--- config.mk ---
export PLATFORM = sky130hd
export DESIGN_NAME = icb_arb_2m1s
export DESIGN_NICKNAME = d
export VERILOG_FILES = /design/src/rtl/icb_arb_2m1s.sv
export SDC_FILE = /design/constraint.sdc
export NUM_CORES = 1
export LEC_CHECK = 0
export CAP_MARGIN = 10
export CELL_PAD_IN_SITES_DETAIL_PLACEMENT = 1
export CELL_PAD_IN_SITES_GLOBAL_PLACEMENT = 2
export CORE_MARGIN = 3
export CORE_UTILIZATION = 11
export DETAILED_ROUTE_END_ITERATION = 8
export HOLD_SLACK_MARGIN = 0.03
export PLACE_DENSITY_LB_ADDON = 0.1
export SYNTH_ARGS = -nofsm -noshare
export SYNTH_HDL_FRONTEND = slang
export SYNTH_SLANG_ARGS = --single-unit
--- constraint.sdc ---
create_clock -name clk -period 5.5 [get_ports clk]
set_input_delay 1.65 -clock clk [delete_from_list [all_inputs] [get_ports clk]]
set_output_delay 1.65 -clock clk [all_outputs]
set_load 0.01 [all_outputs]
--- src/rtl/icb_arb_2m1s.sv ---
// Two-master to one-slave ICB arbiter: round-robin grant with lock while the
// slave stalls a command, and an ID FIFO that routes responses back in order.
module icb_arb_2m1s #(
  parameter int OUTS_DEPTH = 4,
  parameter int AW         = 32
) (
  input  logic                          clk,
  input  logic                          rst_n,

  input  logic                          m0_icb_cmd_valid,
  output logic                          m0_icb_cmd_ready,
  input  logic [AW-1:0]                 m0_icb_cmd_addr,
  input  logic                          m0_icb_cmd_read,
  input  logic [31:0]                   m0_icb_cmd_wdata,
  input  logic [3:0]                    m0_icb_cmd_wmask,
  output logic                          m0_icb_rsp_valid,
  input  logic                          m0_icb_rsp_ready,
  output logic                          m0_icb_rsp_err,
  output logic [31:0]                   m0_icb_rsp_rdata,

  input  logic                          m1_icb_cmd_valid,
  output logic                          m1_icb_cmd_ready,
  input  logic [AW-1:0]                 m1_icb_cmd_addr,
  input  logic                          m1_icb_cmd_read,
  input  logic [31:0]                   m1_icb_cmd_wdata,
  input  logic [3:0]                    m1_icb_cmd_wmask,
  output logic                          m1_icb_rsp_valid,
  input  logic                          m1_icb_rsp_ready,
  output logic                          m1_icb_rsp_err,
  output logic [31:0]                   m1_icb_rsp_rdata,

  output logic                          s_icb_cmd_valid,
  input  logic                          s_icb_cmd_ready,
  output logic [AW-1:0]                 s_icb_cmd_addr,
  output logic                          s_icb_cmd_read,
  output logic [31:0]                   s_icb_cmd_wdata,
  output logic [3:0]                    s_icb_cmd_wmask,
  input  logic                          s_icb_rsp_valid,
  output logic                          s_icb_rsp_ready,
  input  logic                          s_icb_rsp_err,
  input  logic [31:0]                   s_icb_rsp_rdata,

  output logic [$clog2(OUTS_DEPTH):0]   outs_cnt,
  output logic                          proto_err
);

  localparam int PW = (OUTS_DEPTH > 1) ? $clog2(OUTS_DEPTH) : 1;
  localparam int CW = $clog2(OUTS_DEPTH) + 1;

  logic          r_last_id, r_lock, r_lock_id, r_proto_err;
  logic [PW-1:0] r_wptr, r_rptr;
  logic [CW-1:0] r_cnt;
  logic          r_fifo [OUTS_DEPTH];

  logic w_gnt, w_full, w_empty, w_head, w_cmd_vld, w_push, w_pop, w_rsp_rdy;

  function automatic logic [PW-1:0] f_inc(input logic [PW-1:0] p);
    return (p == PW'(OUTS_DEPTH - 1)) ? '0 : p + PW'(1);
  endfunction

  // Lock wins over round-robin so a stalled slave command never changes source.
  always_comb begin
    w_gnt = 1'b0;
    if (r_lock)                                      w_gnt = r_lock_id;
    else if (m0_icb_cmd_valid && m1_icb_cmd_valid)   w_gnt = ~r_last_id;
    else if (m1_icb_cmd_valid)                       w_gnt = 1'b1;
  end

  assign w_full    = (r_cnt == CW'(OUTS_DEPTH));
  assign w_empty   = (r_cnt == '0);
  assign w_head    = r_fifo[r_rptr];
  assign w_cmd_vld = (m0_icb_cmd_valid | m1_icb_cmd_valid) & ~w_full;
  assign w_push    = w_cmd_vld & s_icb_cmd_ready;

  assign s_icb_cmd_valid  = w_cmd_vld;
  assign s_icb_cmd_addr   = w_gnt ? m1_icb_cmd_addr  : m0_icb_cmd_addr;
  assign s_icb_cmd_read   = w_gnt ? m1_icb_cmd_read  : m0_icb_cmd_read;
  assign s_icb_cmd_wdata  = w_gnt ? m1_icb_cmd_wdata : m0_icb_cmd_wdata;
  assign s_icb_cmd_wmask  = w_gnt ? m1_icb_cmd_wmask : m0_icb_cmd_wmask;
  assign m0_icb_cmd_ready = ~w_gnt & s_icb_cmd_ready & ~w_full;
  assign m1_icb_cmd_ready =  w_gnt & s_icb_cmd_ready & ~w_full;

  // With nothing outstanding a slave response has no owner: swallow it.
  assign w_rsp_rdy = w_empty ? s_icb_rsp_valid
                             : (w_head ? m1_icb_rsp_ready : m0_icb_rsp_ready);
  assign w_pop     = s_icb_rsp_valid & w_rsp_rdy & ~w_empty;

  assign s_icb_rsp_ready  = w_rsp_rdy;
  assign m0_icb_rsp_valid = s_icb_rsp_valid & ~w_empty & ~w_head;
  assign m1_icb_rsp_valid = s_icb_rsp_valid & ~w_empty &  w_head;
  assign m0_icb_rsp_err   = s_icb_rsp_err;
  assign m1_icb_rsp_err   = s_icb_rsp_err;
  assign m0_icb_rsp_rdata = s_icb_rsp_rdata;
  assign m1_icb_rsp_rdata = s_icb_rsp_rdata;

  assign outs_cnt  = r_cnt;
  assign proto_err = r_proto_err;

  always_ff @(posedge clk) begin
    if (w_push) r_fifo[r_wptr] <= w_gnt;
  end

  always_ff @(posedge clk or negedge rst_n) begin
    if (!rst_n) begin
      r_last_id   <= 1'b1;
      r_lock      <= 1'b0;
      r_lock_id   <= 1'b0;
      r_wptr      <= '0;
      r_rptr      <= '0;
      r_cnt       <= '0;
      r_proto_err <= 1'b0;
    end else begin
      if (w_push) begin
        r_last_id <= w_gnt;
        r_lock    <= 1'b0;
        r_wptr    <= f_inc(r_wptr);
      end else if (w_cmd_vld) begin
        r_lock    <= 1'b1;
        r_lock_id <= w_gnt;
      end
      if (w_pop) r_rptr <= f_inc(r_rptr);
      case ({w_push, w_pop})
        2'b10:   r_cnt <= r_cnt + CW'(1);
        2'b01:   r_cnt <= r_cnt - CW'(1);
        default: r_cnt <= r_cnt;
      endcase
      if (s_icb_rsp_valid && w_empty) r_proto_err <= 1'b1;
    end
  end

endmodule

==> Word level (Yosys, flattened, before mapping) <==
Memory sizes are Yosys's and may differ from the RTL's.
Cells that the tools add are included.
{ "classes": {"add_sub_neg": 4, "multipliers": 0, "div": 0, "magnitude_cmp": 0, "n_eq_ne": 5, "shift": 0, "muxes": 16, "n_bitwise": 18, "reduce_logical": 6} }
{ "ops": {"columns": ["operator", "count"], "rows": [
  ["two-way mux 32 bit", 2],
  ["bitwise AND 1 bit", 11],
  ["two-way mux 1 bit", 10],
  ["equality test 2 bit, second input constant", 3],
  ["inverter 1 bit", 6],
  ["one-hot mux 3 bit (2 select lines)", 1],
  ["adder 2 x 1 -> 2 bit, second input constant", 2],
  ["two-way mux 2 bit", 2],
  ["two-way mux 4 bit", 1],
  ["nonzero test 2 bit", 2],
  ["adder 3 x 1 -> 3 bit, second input constant", 1],
  ["equality test 3 bit, second input constant", 1],
  ["zero test 3 bit", 1],
  ["subtractor 3 x 1 -> 3 bit, second input constant", 1],
  ["equality test 2 x 1 -> 1 bit, second input constant", 1],
  ["logical AND 1 bit", 2],
  ["AND reduction 2 bit", 1],
  ["bitwise OR 1 bit", 1]
]} }
{ "totals": {"regBits": 11, "latchBits": 0, "ramBits": 4, "romBits": 0, "input_bits": 179, "out_inout_bits": 145, "elab_cells": 57, "memories": 1} }
{ "memory_table": {"columns": ["memory", "words", "width", "rd", "rd_ports_with_merged_regs", "wr", "line_no", "source"], "rows": [
  ["r_fifo", 4, 1, 1, 0, 1, "53", "logic r_fifo [OUTS_DEPTH];"]
]} }

==> Depth between registers and ports, before layout <==
An unclocked memory read counts as a cell.
{ "depth": {"depth_word": 7, "ltp_mapped": 9} }

==> Worst setup path after synthesis <==
No wires, ideal clock.
{ "synth_path": {"path_kind": "input to output", "from": "in m1_icb_cmd_valid", "to": "out s_icb_cmd_wdata[23]", "t_arrival_ns": 2.698, "required_ns": 3.850, "path_slack_ns": 1.152, "path_stages": 5, "n_path_buf": 2, "path_cell_list": "a21bo_1 -> o21a_1 -> clkbuf_1 -> buf_2 -> mux2_1"} }
{ "synth_between": {"elab_chain_cells": 4, "word_cells_on_any_way": 5, "cone_classes": "mux: 4; reduce/logical: 1"} }
{ "synth_rtl": {"columns": ["element", "line_no", "source"], "rows": [
  ["from (decl)", "21", "input logic m1_icb_cmd_valid,"],
  ["two-way mux 1 bit / logical AND 1 bit (equally long branches)", "66, 65", null],
  ["two-way mux 1 bit *", "65", "else if (m0_icb_cmd_valid && m1_icb_cmd_valid) w_gnt = ~r_last_id;"],
  ["two-way mux 1 bit *", "64", "if (r_lock) w_gnt = r_lock_id;"],
  ["two-way mux 32 bit *", "78", "assign s_icb_cmd_wdata = w_gnt ? m1_icb_cmd_wdata : m0_icb_cmd_wdata;"],
  ["to (decl)", "36", "output logic [31:0] s_icb_cmd_wdata,"]
]} }
Mark *: on every way between the ends. The rest lies on a longest branch, timed or not.

==> Worst setup path after layout <==
{ "layout_path": {"from": "in m1_icb_cmd_valid", "to": "out s_icb_cmd_wmask[0]"} }
{ "layout_between": {"elab_chain_cells": 4, "word_cells_on_any_way": 5, "cone_classes": "mux: 4; reduce/logical: 1"} }
{ "layout_rtl": {"columns": ["element", "line_no", "source"], "rows": [
  ["two-way mux 1 bit / logical AND 1 bit (equally long branches)", "66, 65", null],
  ["two-way mux 1 bit *", "65", null],
  ["two-way mux 1 bit *", "64", null],
  ["two-way mux 4 bit *", "79", "assign s_icb_cmd_wmask = w_gnt ? m1_icb_cmd_wmask : m0_icb_cmd_wmask;"],
  ["to (decl)", "37", "output logic [3:0] s_icb_cmd_wmask,"]
]} }
Marks and branches as above.

==> results.md <==
- Status: finished, final reports clean
- Nets: 560
- Worst path cell trace: clkdlybuf4s50_1 > a21bo_1 > o21a_4 > buf_12 > mux2_1 > clkdlybuf4s50_1
- Min Tclk post-route: 5350 ps
- Max Cap Violations: 0
- Synthesized area per cell: 10.06 um^2
- Worst Reg-to-Reg Cells: 8
- Most frequent cells in the layout: clkdlybuf4s50_1, mux2_2, mux2_1
- PwrDens: 351.3 mW/mm^2
- Cell mode on critical path: clkdlybuf4s50_1
- Slowest-stage cell, CP: clkdlybuf4s50_1
- Leakage power: 0.001629 uW
- Clk buf depth: 2
- Hold Vio Cnt, Final: 0
- 1st-iter DRT viols: 33
- Reg2Reg Setup Slack: 3050 ps
- Clk slew on worst S/H paths: 50 ps
- Die Area: 0.02128 mm^2
- Largest net degree at the start of global routing: 19
- Worst vdd ir: 0.09996 mV
- Max incr delay on CP: 500 ps
- First-pass GRT wire length: 16.10 mm
- IO buf count: 224
- IO Count: 324
- Detailed-route wire length: 11.34 mm
- Final setup TNS: 0 ps
- Fmax: 186.9 MHz
- Unique masters post-synth: 29
- Crit end category: primary output
- Synth Net Count: 400
- CP Buf/Inv Count: 3
- RSZ-0062 raised after global routing: false
- Area growth syn-to-layout: 103.2%
- Fillers: 2156
- Worst Tran Pin Value: 581.7 ps
- FF-to-FF Start: r_rptr[0]
- Vias per Instance: 3.336
- Hpwl dp: 10.42 mm
- Total grt overflow: 0
- Inst Count DP: 629
- H-Tree Depth: 1
- Area leader, netlist: mux2_2
- Layout Utilization: 0.2307
- Die Ht: 145.9 um
- Req. time, crit path: 3850 ps
- Worst path arrival time: 3700 ps
- Setup bufs post-CTS: 0
- Worst Hold Class: register to register
- Total Power: 1536 uW
- Final Max Slew Viols: 0
- Setup-failing EPs final: 0
- Flops & latches, synth: 15
- WP depth: 6
- Cell Area, Synth: 0.002152 mm^2
- CORE AREA: 0.01896 mm^2
- Worst reg2reg endpoint: outs_cnt[2]
- CP top delay family: buffers and inverters
- Slew margin rel.: 0.6110
- Register area share after synthesis: 0.1843
- Final period utilization: 0.9727
- CTS Hold Bufs: 0
- Number of diodes: 0
- CP Max Fanout: 18
- DR pass1 iterations: 2
- Top-area cell type share of the netlist area: 0.2721
- Clock latency on the worst-skew pair: 240 ps
- Setup crit start: m1_icb_cmd_valid
- RePlAce Congestion: 0.7553
- Setup crit end: s_icb_cmd_wmask[0]
- Non-Filler Instances: 633
- Yosys warns: 0
- Syn Inst Count: 214
- Remaining DRCs: 0
- Share of layout cells above drive strength 1: 0.1823
- CTS root buf: clkbuf_16
- Die width: 145.9 um
- DRT antenna net count: 0
- Clock Sinks: 15
- Commonest non-fill, non-tap cell in the layout: clkdlybuf4s50_1
- Via count: 2112
- Total GRT Usage: 0.1006
- Initial Util: 0.1135
- Initial antenna violation count: 2
- Vias in the first global route: 2389
- Total CTS buffers: 3
- Cts repair resizes: 0
- Wire length per cell: 17.91 um
- CP Class: input port to primary output
- Synth top area cells: mux2_2, buf_4, mux2_1
- CTS tree: done
- Clock Skew: 2.185 ps
- Crit start category: input port
- Row cnt: 50
-- layer usage --
metal | vias to the layer above | part of all wire | GRT usage
met3 | 6 | 0.11 | 0.05232
li1 | 987 | - | -
met2 | 136 | 0.55 | 0.2000
met1 | 979 | 0.33 | 0.09312
met5 | - | 0.0023 | 0
met4 | 4 | 0.0023 | 0.01140
-- sequential cells by signal, summed over array words and instances, names as in the netlist --
| register | flops |
|---|---|
| outs_cnt | 3 |
| proto_err | 1 |
| r_fifo | 4 |
| r_last_id | 1 |
| r_lock | 1 |
| r_lock_id | 1 |
| r_rptr | 2 |
| r_wptr | 2 |
-- how the worst min path moves through the flow --
| stage | startpoint | to | cells after the start |
|---|---|---|---|
| global placement | proto_err | proto_err | 1 |
| CTS | proto_err | proto_err | 1 |
| finish | proto_err | proto_err | 1 |
| global route | proto_err | proto_err | 1 |
| detailed placement | proto_err | proto_err | 1 |
| floorplan | r_lock_id | r_lock_id | 1 |
-- where the power goes --
| group | switching (uW) | internal [uW] |
|---|---|---|
| Sequential | 49.1 | 169 |
| Clock | 46.3 | 97.2 |
| Combinational | 461 | 714 |
| Total | 556 | 980 |
-- cell families (layout without fill, tap and decap cells) --
group | after synthesis | in the layout | share of synthesized area
buffers and inverters | 83 | 242 | 0.2640
multiplexers | 79 | 79 | 0.4186
AND/OR/NAND/NOR | 20 | 20 | 0.05116
flip-flops | 15 | 15 | 0.1843
adder cells (fa/ha/maj) | 7 | 7 | 0.04419
AO/OA/AOI/OAI | 7 | 7 | 0.02558
XOR/XNOR | 3 | 3 | 0.01221
-- Yosys cell counts --
cell type / instances
dfstp_2: 1
clkbuf_1: 1
o21a_1: 2
and2_1: 4
buf_4: 66
mux4_2: 1
nor2_1: 7
and3_2: 1
a21oi_1: 1
dfrtp_1: 10
or3_1: 1
ha_1: 6
nor3_2: 1
nor3b_2: 1
nor3_1: 3
buf_2: 7
edfxtp_1: 4
inv_1: 9
mux2i_1: 2
mux2_2: 52
mux2_1: 23
xor2_1: 2
xnor2_1: 1
nand2_1: 2
o21bai_1: 1
mux2i_2: 1
o311ai_0: 2
fa_1: 1
a21bo_1: 1
-- stage by stage --
step / setup WS, ps / cell area (um^2) / hold WS [ps]
final: 150.3 / 4373 / 478.9
after global routing: 76.29 / 4373 / 513.8
after detailed placement: 112.1 / 4293 / 464.6
after floorplan: 1152 / 2152 / 480.6
after CTS: 95.05 / 4373 / 479.8
after global placement: 98.32 / 4293 / 459.8
-- area by class of cell --
class	count	area (um^2)	share of cell area
clock buffer	3	75.07	0.01717
sequential	15	396.6	0.09070
clock inverter	1	5.005	0.001144
tap	260	325.3	0.07439
timing repair buffer	229	2342	0.5356
multi-input combinational	116	1195	0.2732
inverter	9	33.78	0.007725
Power figures use the tool's default switching activity.
